<file path="src/rtl/match_irq_controller_if.sv">
// rtl/match_irq_controller_if.sv - requester, compare-unit and processor port bus bundle
interface match_irq_controller_if #(
    parameter int NUM_REQ = 4,
    parameter int DATA_W  = 8
);
    logic [NUM_REQ-1:0]        req;
    logic [NUM_REQ*DATA_W-1:0] req_data_1;
    logic [NUM_REQ*DATA_W-1:0] req_data_2;
    logic [NUM_REQ-1:0]        gnt;
    logic [DATA_W-1:0]         cmp_data_1;
    logic [DATA_W-1:0]         cmp_data_2;
    logic                      cmp_strobe;
    logic                      cmp_match;
    logic [7:0]                port_id;
    logic                      read_strobe;
    logic                      write_strobe;
    logic [7:0]                out_port;
    logic [7:0]                in_port;
    logic                      interrupt;

    // Controller side
    modport slave (
        input  req, req_data_1, req_data_2, cmp_match,
        input  port_id, read_strobe, write_strobe, out_port,
        output gnt, cmp_data_1, cmp_data_2, cmp_strobe, in_port, interrupt
    );

    // Requesters, compare unit and processor side
    modport master (
        output req, req_data_1, req_data_2, cmp_match,
        output port_id, read_strobe, write_strobe, out_port,
        input  gnt, cmp_data_1, cmp_data_2, cmp_strobe, in_port, interrupt
    );
endinterface

</file>
<file path="src/rtl/match_irq_controller.sv">
// rtl/match_irq_controller.sv - round-robin shared compare unit with sticky match interrupt
module match_irq_controller #(
    parameter int         NUM_REQ     = 4,
    parameter int         DATA_W      = 8,
    parameter logic [7:0] PORT_STATUS = 8'h10,
    parameter logic [7:0] PORT_LAST   = 8'h11,
    parameter logic [7:0] PORT_MASK   = 8'h12,
    parameter logic [7:0] PORT_CLEAR  = 8'h13
) (
    input  logic                 clk,
    input  logic                 rst_n,
    match_irq_controller_if.slave bus
);
    localparam int IDX_W = (NUM_REQ > 1) ? $clog2(NUM_REQ) : 1;

    typedef enum logic [1:0] {S_IDLE, S_ISSUE, S_CAPTURE} state_t;

    state_t              r_state;
    logic [IDX_W-1:0]    r_idx;
    logic [IDX_W-1:0]    r_rr;
    logic [NUM_REQ-1:0]  r_gnt;
    logic                r_strobe;
    logic [DATA_W-1:0]   r_d1;
    logic [DATA_W-1:0]   r_d2;
    logic [7:0]          r_last;
    logic [NUM_REQ-1:0]  r_pending;
    logic [NUM_REQ-1:0]  r_mask;
    logic [7:0]          r_in_port;
    logic                r_irq;

    logic                w_found;
    logic [IDX_W-1:0]    w_sel;
    logic                w_hi_found;
    logic [IDX_W-1:0]    w_hi_sel;
    logic                w_lo_found;
    logic [IDX_W-1:0]    w_lo_sel;
    logic [DATA_W-1:0]   w_op1;
    logic [DATA_W-1:0]   w_op2;
    logic [IDX_W-1:0]    w_rr_next;
    logic [NUM_REQ-1:0]  w_set;
    logic [NUM_REQ-1:0]  w_clr;
    logic                w_wr_mask;
    logic [7:0]          w_rd_data;
    logic                w_unused_ok;

    // read_strobe and the upper write-data bits carry no meaning here
    assign w_unused_ok = ^{bus.read_strobe, bus.out_port};

    // Round-robin pick: lowest set request at/after the pointer, else lowest set overall
    always_comb begin
        w_hi_found = 1'b0;
        w_hi_sel   = '0;
        w_lo_found = 1'b0;
        w_lo_sel   = '0;
        for (int i = NUM_REQ - 1; i >= 0; i--) begin
            if (bus.req[i]) begin
                w_lo_found = 1'b1;
                w_lo_sel   = IDX_W'(i);
                if (IDX_W'(i) >= r_rr) begin
                    w_hi_found = 1'b1;
                    w_hi_sel   = IDX_W'(i);
                end
            end
        end
        w_found = w_lo_found;
        w_sel   = w_hi_found ? w_hi_sel : w_lo_sel;
    end

    // Operand mux for the selected requester
    always_comb begin
        w_op1 = '0;
        w_op2 = '0;
        for (int i = 0; i < NUM_REQ; i++) begin
            if (w_sel == IDX_W'(i)) begin
                w_op1 = bus.req_data_1[i*DATA_W +: DATA_W];
                w_op2 = bus.req_data_2[i*DATA_W +: DATA_W];
            end
        end
    end

    assign w_rr_next = (r_idx == IDX_W'(NUM_REQ - 1)) ? '0 : r_idx + 1'b1;

    // Issue/capture sequencer; the compare unit registers its result at the ISSUE edge
    always_ff @(posedge clk or negedge rst_n) begin
        if (!rst_n) begin
            r_state  <= S_IDLE;
            r_idx    <= '0;
            r_rr     <= '0;
            r_gnt    <= '0;
            r_strobe <= 1'b0;
            r_d1     <= '0;
            r_d2     <= '0;
            r_last   <= '0;
        end else begin
            case (r_state)
                S_IDLE: begin
                    r_gnt    <= '0;
                    r_strobe <= 1'b0;
                    if (w_found) begin
                        r_idx    <= w_sel;
                        r_d1     <= w_op1;
                        r_d2     <= w_op2;
                        r_gnt    <= NUM_REQ'(1) << w_sel;
                        r_strobe <= 1'b1;
                        r_state  <= S_ISSUE;
                    end
                end
                S_ISSUE: begin
                    r_gnt    <= '0;
                    r_strobe <= 1'b0;
                    r_rr     <= w_rr_next;
                    r_state  <= S_CAPTURE;
                end
                S_CAPTURE: begin
                    r_last  <= {1'b1, bus.cmp_match, 3'b000, 3'(r_idx)};
                    r_state <= S_IDLE;
                end
                default: begin
                    r_gnt    <= '0;
                    r_strobe <= 1'b0;
                    r_state  <= S_IDLE;
                end
            endcase
        end
    end

    assign w_set     = (r_state == S_CAPTURE && bus.cmp_match) ? (NUM_REQ'(1) << r_idx) : '0;
    assign w_clr     = (bus.write_strobe && bus.port_id == PORT_CLEAR) ? bus.out_port[NUM_REQ-1:0] : '0;
    assign w_wr_mask = bus.write_strobe && (bus.port_id == PORT_MASK);

    // Sticky pending flags (a set beats a same-cycle clear) and the interrupt mask
    always_ff @(posedge clk or negedge rst_n) begin
        if (!rst_n) begin
            r_pending <= '0;
            r_mask    <= '0;
        end else begin
            r_pending <= (r_pending & ~w_clr) | w_set;
            if (w_wr_mask) begin
                r_mask <= bus.out_port[NUM_REQ-1:0];
            end
        end
    end

    // Read-data mux, unused upper bits read as zero
    always_comb begin
        w_rd_data = 8'h00;
        if (bus.port_id == PORT_STATUS) begin
            w_rd_data[NUM_REQ-1:0] = r_pending;
        end else if (bus.port_id == PORT_LAST) begin
            w_rd_data = r_last;
        end else if (bus.port_id == PORT_MASK) begin
            w_rd_data[NUM_REQ-1:0] = r_mask;
        end
    end

    // Registered read port and level interrupt
    always_ff @(posedge clk or negedge rst_n) begin
        if (!rst_n) begin
            r_in_port <= 8'h00;
            r_irq     <= 1'b0;
        end else begin
            r_in_port <= w_rd_data;
            r_irq     <= |(r_pending & r_mask);
        end
    end

    assign bus.gnt        = r_gnt;
    assign bus.cmp_strobe = r_strobe;
    assign bus.cmp_data_1 = r_d1;
    assign bus.cmp_data_2 = r_d2;
    assign bus.in_port    = r_in_port;
    assign bus.interrupt  = r_irq;
endmodule

</file>
<file path="src/flat_wrapper.sv">
// flat-port wrapper written by rule: the top's interface ports become plain ports
module match_irq_controller_flat 
#(
    parameter int         NUM_REQ     = 4,
    parameter int         DATA_W      = 8,
    parameter logic [7:0] PORT_STATUS = 8'h10,
    parameter logic [7:0] PORT_LAST   = 8'h11,
    parameter logic [7:0] PORT_MASK   = 8'h12,
    parameter logic [7:0] PORT_CLEAR  = 8'h13
)
  (clk, rst_n, bus_req, bus_req_data_1, bus_req_data_2, bus_cmp_match, bus_port_id, bus_read_strobe, bus_write_strobe, bus_out_port, bus_gnt, bus_cmp_data_1, bus_cmp_data_2, bus_cmp_strobe, bus_in_port, bus_interrupt);
  match_irq_controller_if #(.NUM_REQ(NUM_REQ), .DATA_W(DATA_W)) bus_i ();
  input  logic clk;
  input  logic rst_n;
  input wire logic [$bits(bus_i.req)-1:0] bus_req;
  input wire logic [$bits(bus_i.req_data_1)-1:0] bus_req_data_1;
  input wire logic [$bits(bus_i.req_data_2)-1:0] bus_req_data_2;
  input wire logic [$bits(bus_i.cmp_match)-1:0] bus_cmp_match;
  input wire logic [$bits(bus_i.port_id)-1:0] bus_port_id;
  input wire logic [$bits(bus_i.read_strobe)-1:0] bus_read_strobe;
  input wire logic [$bits(bus_i.write_strobe)-1:0] bus_write_strobe;
  input wire logic [$bits(bus_i.out_port)-1:0] bus_out_port;
  output wire logic [$bits(bus_i.gnt)-1:0] bus_gnt;
  output wire logic [$bits(bus_i.cmp_data_1)-1:0] bus_cmp_data_1;
  output wire logic [$bits(bus_i.cmp_data_2)-1:0] bus_cmp_data_2;
  output wire logic [$bits(bus_i.cmp_strobe)-1:0] bus_cmp_strobe;
  output wire logic [$bits(bus_i.in_port)-1:0] bus_in_port;
  output wire logic [$bits(bus_i.interrupt)-1:0] bus_interrupt;
  assign bus_i.req = bus_req;
  assign bus_i.req_data_1 = bus_req_data_1;
  assign bus_i.req_data_2 = bus_req_data_2;
  assign bus_i.cmp_match = bus_cmp_match;
  assign bus_i.port_id = bus_port_id;
  assign bus_i.read_strobe = bus_read_strobe;
  assign bus_i.write_strobe = bus_write_strobe;
  assign bus_i.out_port = bus_out_port;
  assign bus_gnt = bus_i.gnt;
  assign bus_cmp_data_1 = bus_i.cmp_data_1;
  assign bus_cmp_data_2 = bus_i.cmp_data_2;
  assign bus_cmp_strobe = bus_i.cmp_strobe;
  assign bus_in_port = bus_i.in_port;
  assign bus_interrupt = bus_i.interrupt;
  match_irq_controller #(.NUM_REQ(NUM_REQ), .DATA_W(DATA_W), .PORT_STATUS(PORT_STATUS), .PORT_LAST(PORT_LAST), .PORT_MASK(PORT_MASK), .PORT_CLEAR(PORT_CLEAR)) u_core (.clk(clk), .rst_n(rst_n), .bus(bus_i));
endmodule
</file>
<file path="config.mk">
export PLATFORM = sky130hd
export DESIGN_NAME = match_irq_controller_flat
export DESIGN_NICKNAME = d
export VERILOG_FILES = /design/src/rtl/match_irq_controller_if.sv /design/src/rtl/match_irq_controller.sv /design/src/flat_wrapper.sv
export SDC_FILE = /design/constraint.sdc
export NUM_CORES = 1
export LEC_CHECK = 0
export CORE_UTILIZATION = 43
export DETAILED_ROUTE_END_ITERATION = 10
export GPL_TIMING_DRIVEN = 0
export PLACE_DENSITY_LB_ADDON = 0.12
export SLEW_MARGIN = 20
export SYNTH_ARGS = -nofsm -noshare
export SYNTH_HDL_FRONTEND = slang
export SYNTH_SLANG_ARGS = --single-unit
</file>
<file path="constraint.sdc">
create_clock -name clk -period 2.9 [get_ports clk]
set_input_delay 0.435 -clock clk [delete_from_list [all_inputs] [get_ports clk]]
set_output_delay 0.435 -clock clk [all_outputs]
set_load 0.02 [all_outputs]
</file>
Word-level counts from Yosys, hierarchy flattened
Cells that the tools add are included.
Storage, ports and cells
  register bits: 48
  output and inout bits: 30
  logic and storage cells: 88
Cells by class
  add/subtract/negate cells: 1
  $lt $le $gt $ge: 4
  equality and inequality tests: 11
  shift-type cells: 2
  multiplexer cells: 47
  bitwise logic cells: 4
  reduce and logical (&&, ||, !) cells: 7
Operators with widths (number)
  $mux W8: 8
  $eq A8 B5 Y1 const B: 4
  $mux W4: 8
  $mux W2: 15
  $mux W1: 13
  $and A4 B4 Y4: 2
  $eq A2 B2 Y1 const B: 4
  $pmux W4 S2: 1
  $shl A1 B2 Y4 const A: 2
  $eq A2 B1 Y1 const B: 2
  $ge A1 B2 Y1 const A: 2
  $ge A2 B2 Y1 const A: 2
  $logic_not A2 Y1: 2
  $not A4 Y4: 1
  $or A4 B4 Y4: 1
  $pmux W2 S2: 1
  $reduce_or A4 Y1: 1
  $logic_and A1 B1 Y1: 3
  $add A2 B1 Y2 const B: 1
  $ne A2 B1 Y1 const B: 1
  $pmux W1 S2: 1
  $reduce_and A2 Y1: 1

Logic depth before layout (Yosys ltp)
Gate-level depths: netlist of run 1.
  depth after elaboration: 15
  depth in mapped cells: 7
  gate-level depth less buffers: 5

Least setup slack after synthesis of run 1
Ideal clock, no wire load.
  path kind: input -> register
  from: input bus_port_id[5]
  to: register u_core.r_mask[0]
  data arrival time: 1713 ps
  setup slack: 1059 ps
  cell stages on the path: 5
  buffers on the path: 0
  cells stage by stage: or4b_4 nor3_4 nand2b_2 nor2_4 mux2_1
Between the ends
  longest elaborated chain between the ends: 2
Ends and longest elaborated chain
  start, declared: line flat_wrapper.sv:19  | input wire logic [$bits(bus_i.port_id)-1:0] bus_port_id;
  $eq A8 B5 Y1: line match_irq_controller.sv:129  | assign w_wr_mask = bus.write_strobe && (bus.port_id == PORT_MASK);
  $logic_and A1 B1 Y1: line match_irq_controller.sv:129
  end signal, assigned: line match_irq_controller.sv:139  | r_mask <= bus.out_port[NUM_REQ-1:0];
  end, declared: line match_irq_controller.sv:27  | logic [NUM_REQ-1:0] r_mask;
Every way passes these cells.
A chain may end at the register's enable or synchronous reset.

Worst setup path after layout of run 1
  from: input bus_req[1]
  to: register u_core.r_d2[1], in the netlist u_core.bus.cmp_data_2[1]
Between the ends
  longest elaborated chain between the ends: 9
  elaborated cells between the ends (all ways): 20
Ends and longest elaborated chain
  start, declared: line flat_wrapper.sv:15  | input wire logic [$bits(bus_i.req)-1:0] bus_req;
  $mux W2 / $mux W1 (equally long branches): line match_irq_controller.sv:56  | if (bus.req[i]) begin
  $mux W2 / $mux W1 (equally long branches): line match_irq_controller.sv:59  | if (IDX_W'(i) >= r_rr) begin
  $mux W2 / $mux W1 (equally long branches): line match_irq_controller.sv:56
  $mux W2: line match_irq_controller.sv:66  | w_sel = w_hi_found ? w_hi_sel : w_lo_sel;
  $logic_not A2 Y1: line match_irq_controller.sv:74  | if (w_sel == IDX_W'(i)) begin
  $mux W8 (4 in a row): line match_irq_controller.sv:74
  end signal, assigned: line match_irq_controller.sv:102  | r_d2 <= w_op2;
  end, declared: line match_irq_controller.sv:24  | logic [DATA_W-1:0] r_d2;
Parallel ways exist; a longest one is shown, timed or not.

==> flow_summary.yaml, run 1 <==
status:
  status: "finished, final reports clean"
synth:
  netlist.area_leader.share_pct: 49.3
  synth_edf_count: 0
  syn-cell-area_sq_mm: 0.00233
  synth_cell_type_count: 33
  yosys.area.top_type: "dfrtp_1"
  synth.avg_cell_area_sq_um: 11.3
  synth_most_common_cell: "dfrtp_1"
  synth_seq_area_share_pct: 49.3
  synthTopCellsByCount: "46 x dfrtp_1, 36 x mux2i_1, 33 x nand2_1"
  ys_ff_latch: 46
  ys_async_sr_fraction_pct: 100
  netlist_instances: 207
  synthFlopType: "dfrtp_1"
  netlist_top_cells_area: "dfrtp_1 49%, mux2i_1 15%, o221ai_1 6.0%"
  ys_warn_count: 0
layout:
  final_nets: 419
  post-route-util_pct: 70.3
  syn_to_final_growth_pct: 55.8
  drive_above_1_share_pct: 9.79
  antenna_cells: 0
job:
  maxCapViolations: 0
worst_setup_path:
  endpoint_kind: "flop"
  startpoint_type: "primary input"
  crit_chain: "clkdlybuf4s50_1 -> o41ai_1 -> inv_1 -> nand2_1 -> buf_2 -> o221ai_1"
  max_stage_delay_ns: 0.49
  critPathTopFamily: "buffers and inverters"
  cp.depth: 6
  path_max_fanout: 10
  cp_slowest_cell: "o41ai_1"
  arrival_ns: 2.29
  timing_worst_setup_path_type: "in -> reg"
  path_buf_inv: 3
  r2r_cells: 6
  crit_required_ns: 3.07
timing:
  relSlewSlack_pct: 65.8
  tightest_slew_ns: 0.512
  fmax_mhz: 473
  whs_ns: 0.0954
  setup_violations: 0
  timing.final.crit_share_pct: 72.9
  finalHoldViolCount: 0
  rsz0062_at_grt: "no"
  fin_skew_ns: 0.00646
  fin_crit_ns: 2.11
  drv_slew: 0
  fin_tns_setup_ns: 0
placed_design:
  dp_hpwl_microns: 4420
  gp_congestion: 0.706
  port-buffer-count: 110
die:
  io_pins: 119
  start_util_pct: 45.1
  core_area_sq_mm: 0.00517
  die_w_microns: 75.7
  dieArea_sq_mm: 0.00573
  placementRows: 26
  die_h_microns: 75.7
routing:
  firstDrtPassIters: 4
  drt-initial-drc-count: 83
  drt_wl_total_microns: 5670
  ant_nets: 0
  viasPerCell: 5.01
  wire_per_inst_microns: 14.3
  vias: 1987
  drc_errors: 0
clock_network:
  cts_buffer_depth: 2
  cts.hold.buffers_added: 0
  cts.sinks: 46
  cts_tree: "done"
  postCtsSetupBuffers: 0
  cts_buffers: 5
  clock_latency_ns: 0.30
  htree_levels: 2
  clock_tree.root_cell: "clkbuf_8"
  cts.repair.resized: 0
  clk_pin_slew_ns: 0.09
global_route:
  grt_max_degree: 26
  overflow: 0
  antenna_found_initial: 0
  grt_pass1_vias: 1990
  grt_usage_pct: 21.8
  grt_pass1_wl_microns: 9040
power:
  powerDensity_mw_per_mm2: 815
  power.leakage_uw: 0.00166
  finalPower_uw: 2960
  irDropWorstVdd_uv: 410
worst_hold_path:
  hold_class: "in -> async"
[path summary, 6_finish.rpt]
| kind | startpoint | endpoint | slack, ns |
|---|---|---|---|
| max reg2reg | u_core.r_rr[0] | u_core.bus.cmp_data_2[4] | 1.09 |
| max in group asynchronous | rst_n | u_core.r_idx[1] | 2.30 |
| min | rst_n | u_core.r_mask[2] | 0.1 |
| min in group clk | u_core.r_last[7] | u_core.r_last[7] | 0.47 |
| max | bus_req[1] | u_core.bus.cmp_data_2[1] | 0.79 |
| min reg2reg | u_core.r_last[7] | u_core.r_last[7] | 0.47 |
[cells in the final DEF, fill, tap and decap left out, types with 5 or more instances in the layout]
master and n:
nand2_1 33, dfrtp_1 46, clkbuf_8 6, o21ai_0 8, buf_2 6, inv_1 6
clkdlybuf4s50_1 109, mux2i_1 36, mux2_2 5, nor2_1 5, o221ai_1 16, nor2b_1 5
[layer usage]
metal  vias to the layer above  global-route usage, %  wire length, microns
li1                        974                      -                     -
met1                       918                   26.1                  2410
met2                        88                   36.9                  2670
met3                         7                   7.54                   523
met4                         0                   6.79                    71
met5                         -                      0                     0
[cells by family after synthesis]
| kind of cell | Yosys count | synth area share, % |
|---|---|---|
| other | 1 | 0.161 |
| DFF | 46 | 49.3 |
| AOI/OAI and AO/OA | 36 | 11.8 |
| adders and majority gates | 4 | 2.14 |
| and+or+nand+nor | 56 | 12.2 |
| buffers and inverters | 19 | 4.61 |
| muxes | 45 | 19.8 |
[layout make-up]
class	instances	area, sq um
plain buffers	13	85.1
clock buffers	6	82.6
clock inverters	2	12.5
fillers	409	1540
inverters	6	22.5
multi-input cells	143	1080
flip-flops and latches	46	1150
well taps	70	87.6
repair buffers	111	1120
[through the flow]
step                worst slack [ns]  area, sq um  cells
global route                   0.595         3640    397
detailed placement             0.420         3540    389
CTS                            0.744         3640    397
finish                         0.785         3640    397
floorplan                       1.06         2340    208
global placement              0.0998         3530    388
[power by group]
part,switching (uW),internal (uW)
registers,154,881
clock network,220,192
logic,754,761
[registers in the layout (all words and copies together), names as in the netlist, 4 cells and up]
signal and count:
u_core.r_mask 4, u_core.bus.in_port 6, u_core.bus.cmp_data_2 8, u_core.r_pending 4, u_core.r_last 4, u_core.bus.gnt 4, u_core.bus.cmp_data_1 8
No activity file was read; power rests on OpenSTA's default activity.
==> run 2, diff against run 1 <==
- CORE_UTILIZATION: 43 -> 36
- clock period: 2.9 -> 1.8 ns (I/O delays scaled with it)
==> flow_summary.yaml, run 2 (same netlist as run 1, synthesis figures left out) <==
status:
  status: "finished, final reports clean"
layout:
  syn_to_final_growth_pct: 61.9
  final_nets: 423
  fillCellCount: 554
  antenna_cells: 0
  layout_commonest_cell: "clkdlybuf4s50_1"
  final_cell_mix: "102 x clkdlybuf4s50_1, 46 x dfrtp_1, 34 x mux2i_1, 32 x nand2_1, 16 x o221ai_1"
  drive_above_1_share_pct: 13.3
global_route:
  grt_use_met3_pct: 6.59
  grt_pass1_wl_microns: 9560
  grt_pass1_vias: 2018
  antenna_found_initial: 0
  grt_use_met1_pct: 23.4
  met2_usage_pct: 30.7
  overflow: 0
  grt_usage_pct: 19.1
  top_usage_layer: "met2"
  grt_max_degree: 33
timing:
  fmax_mhz: 575
  rsz0062_at_grt: "no"
  fin_crit_ns: 1.74
  tightest_slew_ns: 0.506
  setup_violations: 0
  timing.final.crit_share_pct: 96.5
  whs_ns: 0.387
  fin_ws_ns: 0.0623
  finalHoldViolCount: 0
  fin_skew_ns: 0.00479
  relSlewSlack_pct: 66.2
  drv_slew: 0
worst_setup_path:
  timing_worst_setup_path_type: "in -> reg"
  crit_chain: "dlygate4sd2_1 -> or4b_4 -> nor3_4 -> nand2b_4 -> nor2_4 -> mux2_4"
  path_max_fanout: 5
  startpoint_type: "primary input"
  crit_required_ns: 1.99
  arrival_ns: 1.93
  max_stage_delay_ns: 0.54
  cp_slowest_cell: "or4b_4"
  path_buf_inv: 1
  endpoint_kind: "flop"
  critPathTopFamily: "simple AND/OR/NAND/NOR gates"
power:
  powerDensity_mw_per_mm2: 1320
  p_seq_share_pct: 33.5
  finalPower_uw: 4990
  comb_power_share_pct: 53.4
  power.internal_uw: 3110
  irDropWorstVdd_uv: 558
  p_switching_uw: 1880
  switching_share_pct: 37.6
  power.leakage_uw: 0.00174
  clkPwrFrac_pct: 13.2
routing:
  viasPerCell: 4.98
  wire_per_inst_microns: 14.8
  firstDrtPassIters: 4
  ant_nets: 0
  vias: 2021
  drc_errors: 0
  drt-initial-drc-count: 54
  drt_wl_total_microns: 6010
die:
  placementRows: 28
  io_pins: 119
  start_util_pct: 38.3
  die_h_microns: 82.5
  dieArea_sq_mm: 0.00681
  die_w_microns: 82.5
  core_area_sq_mm: 0.00610
placed_design:
  port-buffer-count: 110
  dp_hpwl_microns: 4650
  gp_congestion: 0.768
  dp_slack_ns: -0.516
clock_network:
  htree_levels: 2
  clock_latency_ns: 0.30
  cts_buffers: 5
  clock_tree.root_cell: "clkbuf_8"
  cts_tree: "done"
  clk_pin_slew_ns: 0.09
  cts_buffer_depth: 2
  cts.sinks: 46
worst_hold_path:
  hold_class: "in -> reg"
job:
  maxCapViolations: 0
[run 2: worst register-to-register path: cells and delay by family, from the launching register on]
kind,cells,cell delay [ns]
AO/OA/AOI/OAI,4,0.58
buffers and inverters,2,0.36
flip-flops,1,0.43
AND/OR/NAND/NOR,1,0.22
[run 2: what timing repair did]
item | CTS | global route
setup buffers | 3 | 0
endpoints found under the setup margin | 25 | 19
hold buffers | 1 | 0
hold endpoints to repair | 14 | 0
cloned | 0 | 0
gates resized for setup | 21 | 10
pin swaps | 3 | 1
[run 2: routing by layer]
| layer | part of all wire (%) | wire length, microns |
|---|---|---|
| met3 | 8.7 | 524 |
| met4 | 1.3 | 81 |
| met1 | 41 | 2470 |
| met5 | 0 | 0 |
| met2 | 49 | 2930 |
[run 2: cell type report]
cell class,count,area (sq um),share of cell area (%)
multi-input combinational,143,1140,30.3
tap,75,93.8,2.48
inverter,6,22.5,0.596
clock buffer,7,86.3,2.28
buffer,13,124,3.28
clock inverter,1,5.00,0.132
sequential,46,1150,30.5
timing repair buffer,115,1150,30.5
[run 2: power groups by stage]
stage / Sequential, uW / Clock (uW) / Combinational [uW]
floorplan: 1920 / 0 / 1210
global placement: 1680 / 0 / 2450
detailed placement: 1680 / 0 / 2490
CTS: 1670 / 676 / 2640
global route: 1730 / 718 / 2880
finish: 1670 / 656 / 2660
[run 2: final timing paths]
check / from / end / slack, ns / depth (start not counted)
max: bus_port_id[6] / u_core.r_mask[1] / 0.06 / 6
min: bus_req[2] / u_core.r_state[0] / 0.39 / 3
max reg2reg: u_core.r_rr[1] / u_core.bus.cmp_data_2[3] / 0.12 / 7
min reg2reg: u_core.r_last[7] / u_core.r_last[7] / 0.47 / 1
max in group asynchronous: rst_n / u_core.bus.cmp_data_1[5] / 0.88 / 3
min in group asynchronous: rst_n / u_core.r_mask[3] / 0.42 / 2
[run 2: per-stage QoR]
step | instance area (sq um) | cells | util (%) | TNS, ns
global route | 3780 | 406 | 62.0 | 0
detailed placement | 3550 | 394 | 58.2 | -13.08
global placement | 3530 | 393 | 57.9 | -50.79
floorplan | 2340 | 208 | - | 0
finish | 3780 | 406 | 62.0 | 0
CTS | 3740 | 406 | 61.4 | 0
==> run 3, diff against run 2 <==
--- a/constraint.sdc
+++ b/constraint.sdc
@@ -3,2 +3,2 @@
 set_output_delay 0.27 -clock clk [all_outputs]
-set_load 0.02 [all_outputs]
+set_load 0.01 [all_outputs]
==> results of run 3 <==
The final DEF is identical to that of run 2. Status: finished, final reports clean.
Among the figures that moved: total power 4990 uW -> 4810 uW; worst IR drop on VDD 558 uV -> 557 uV
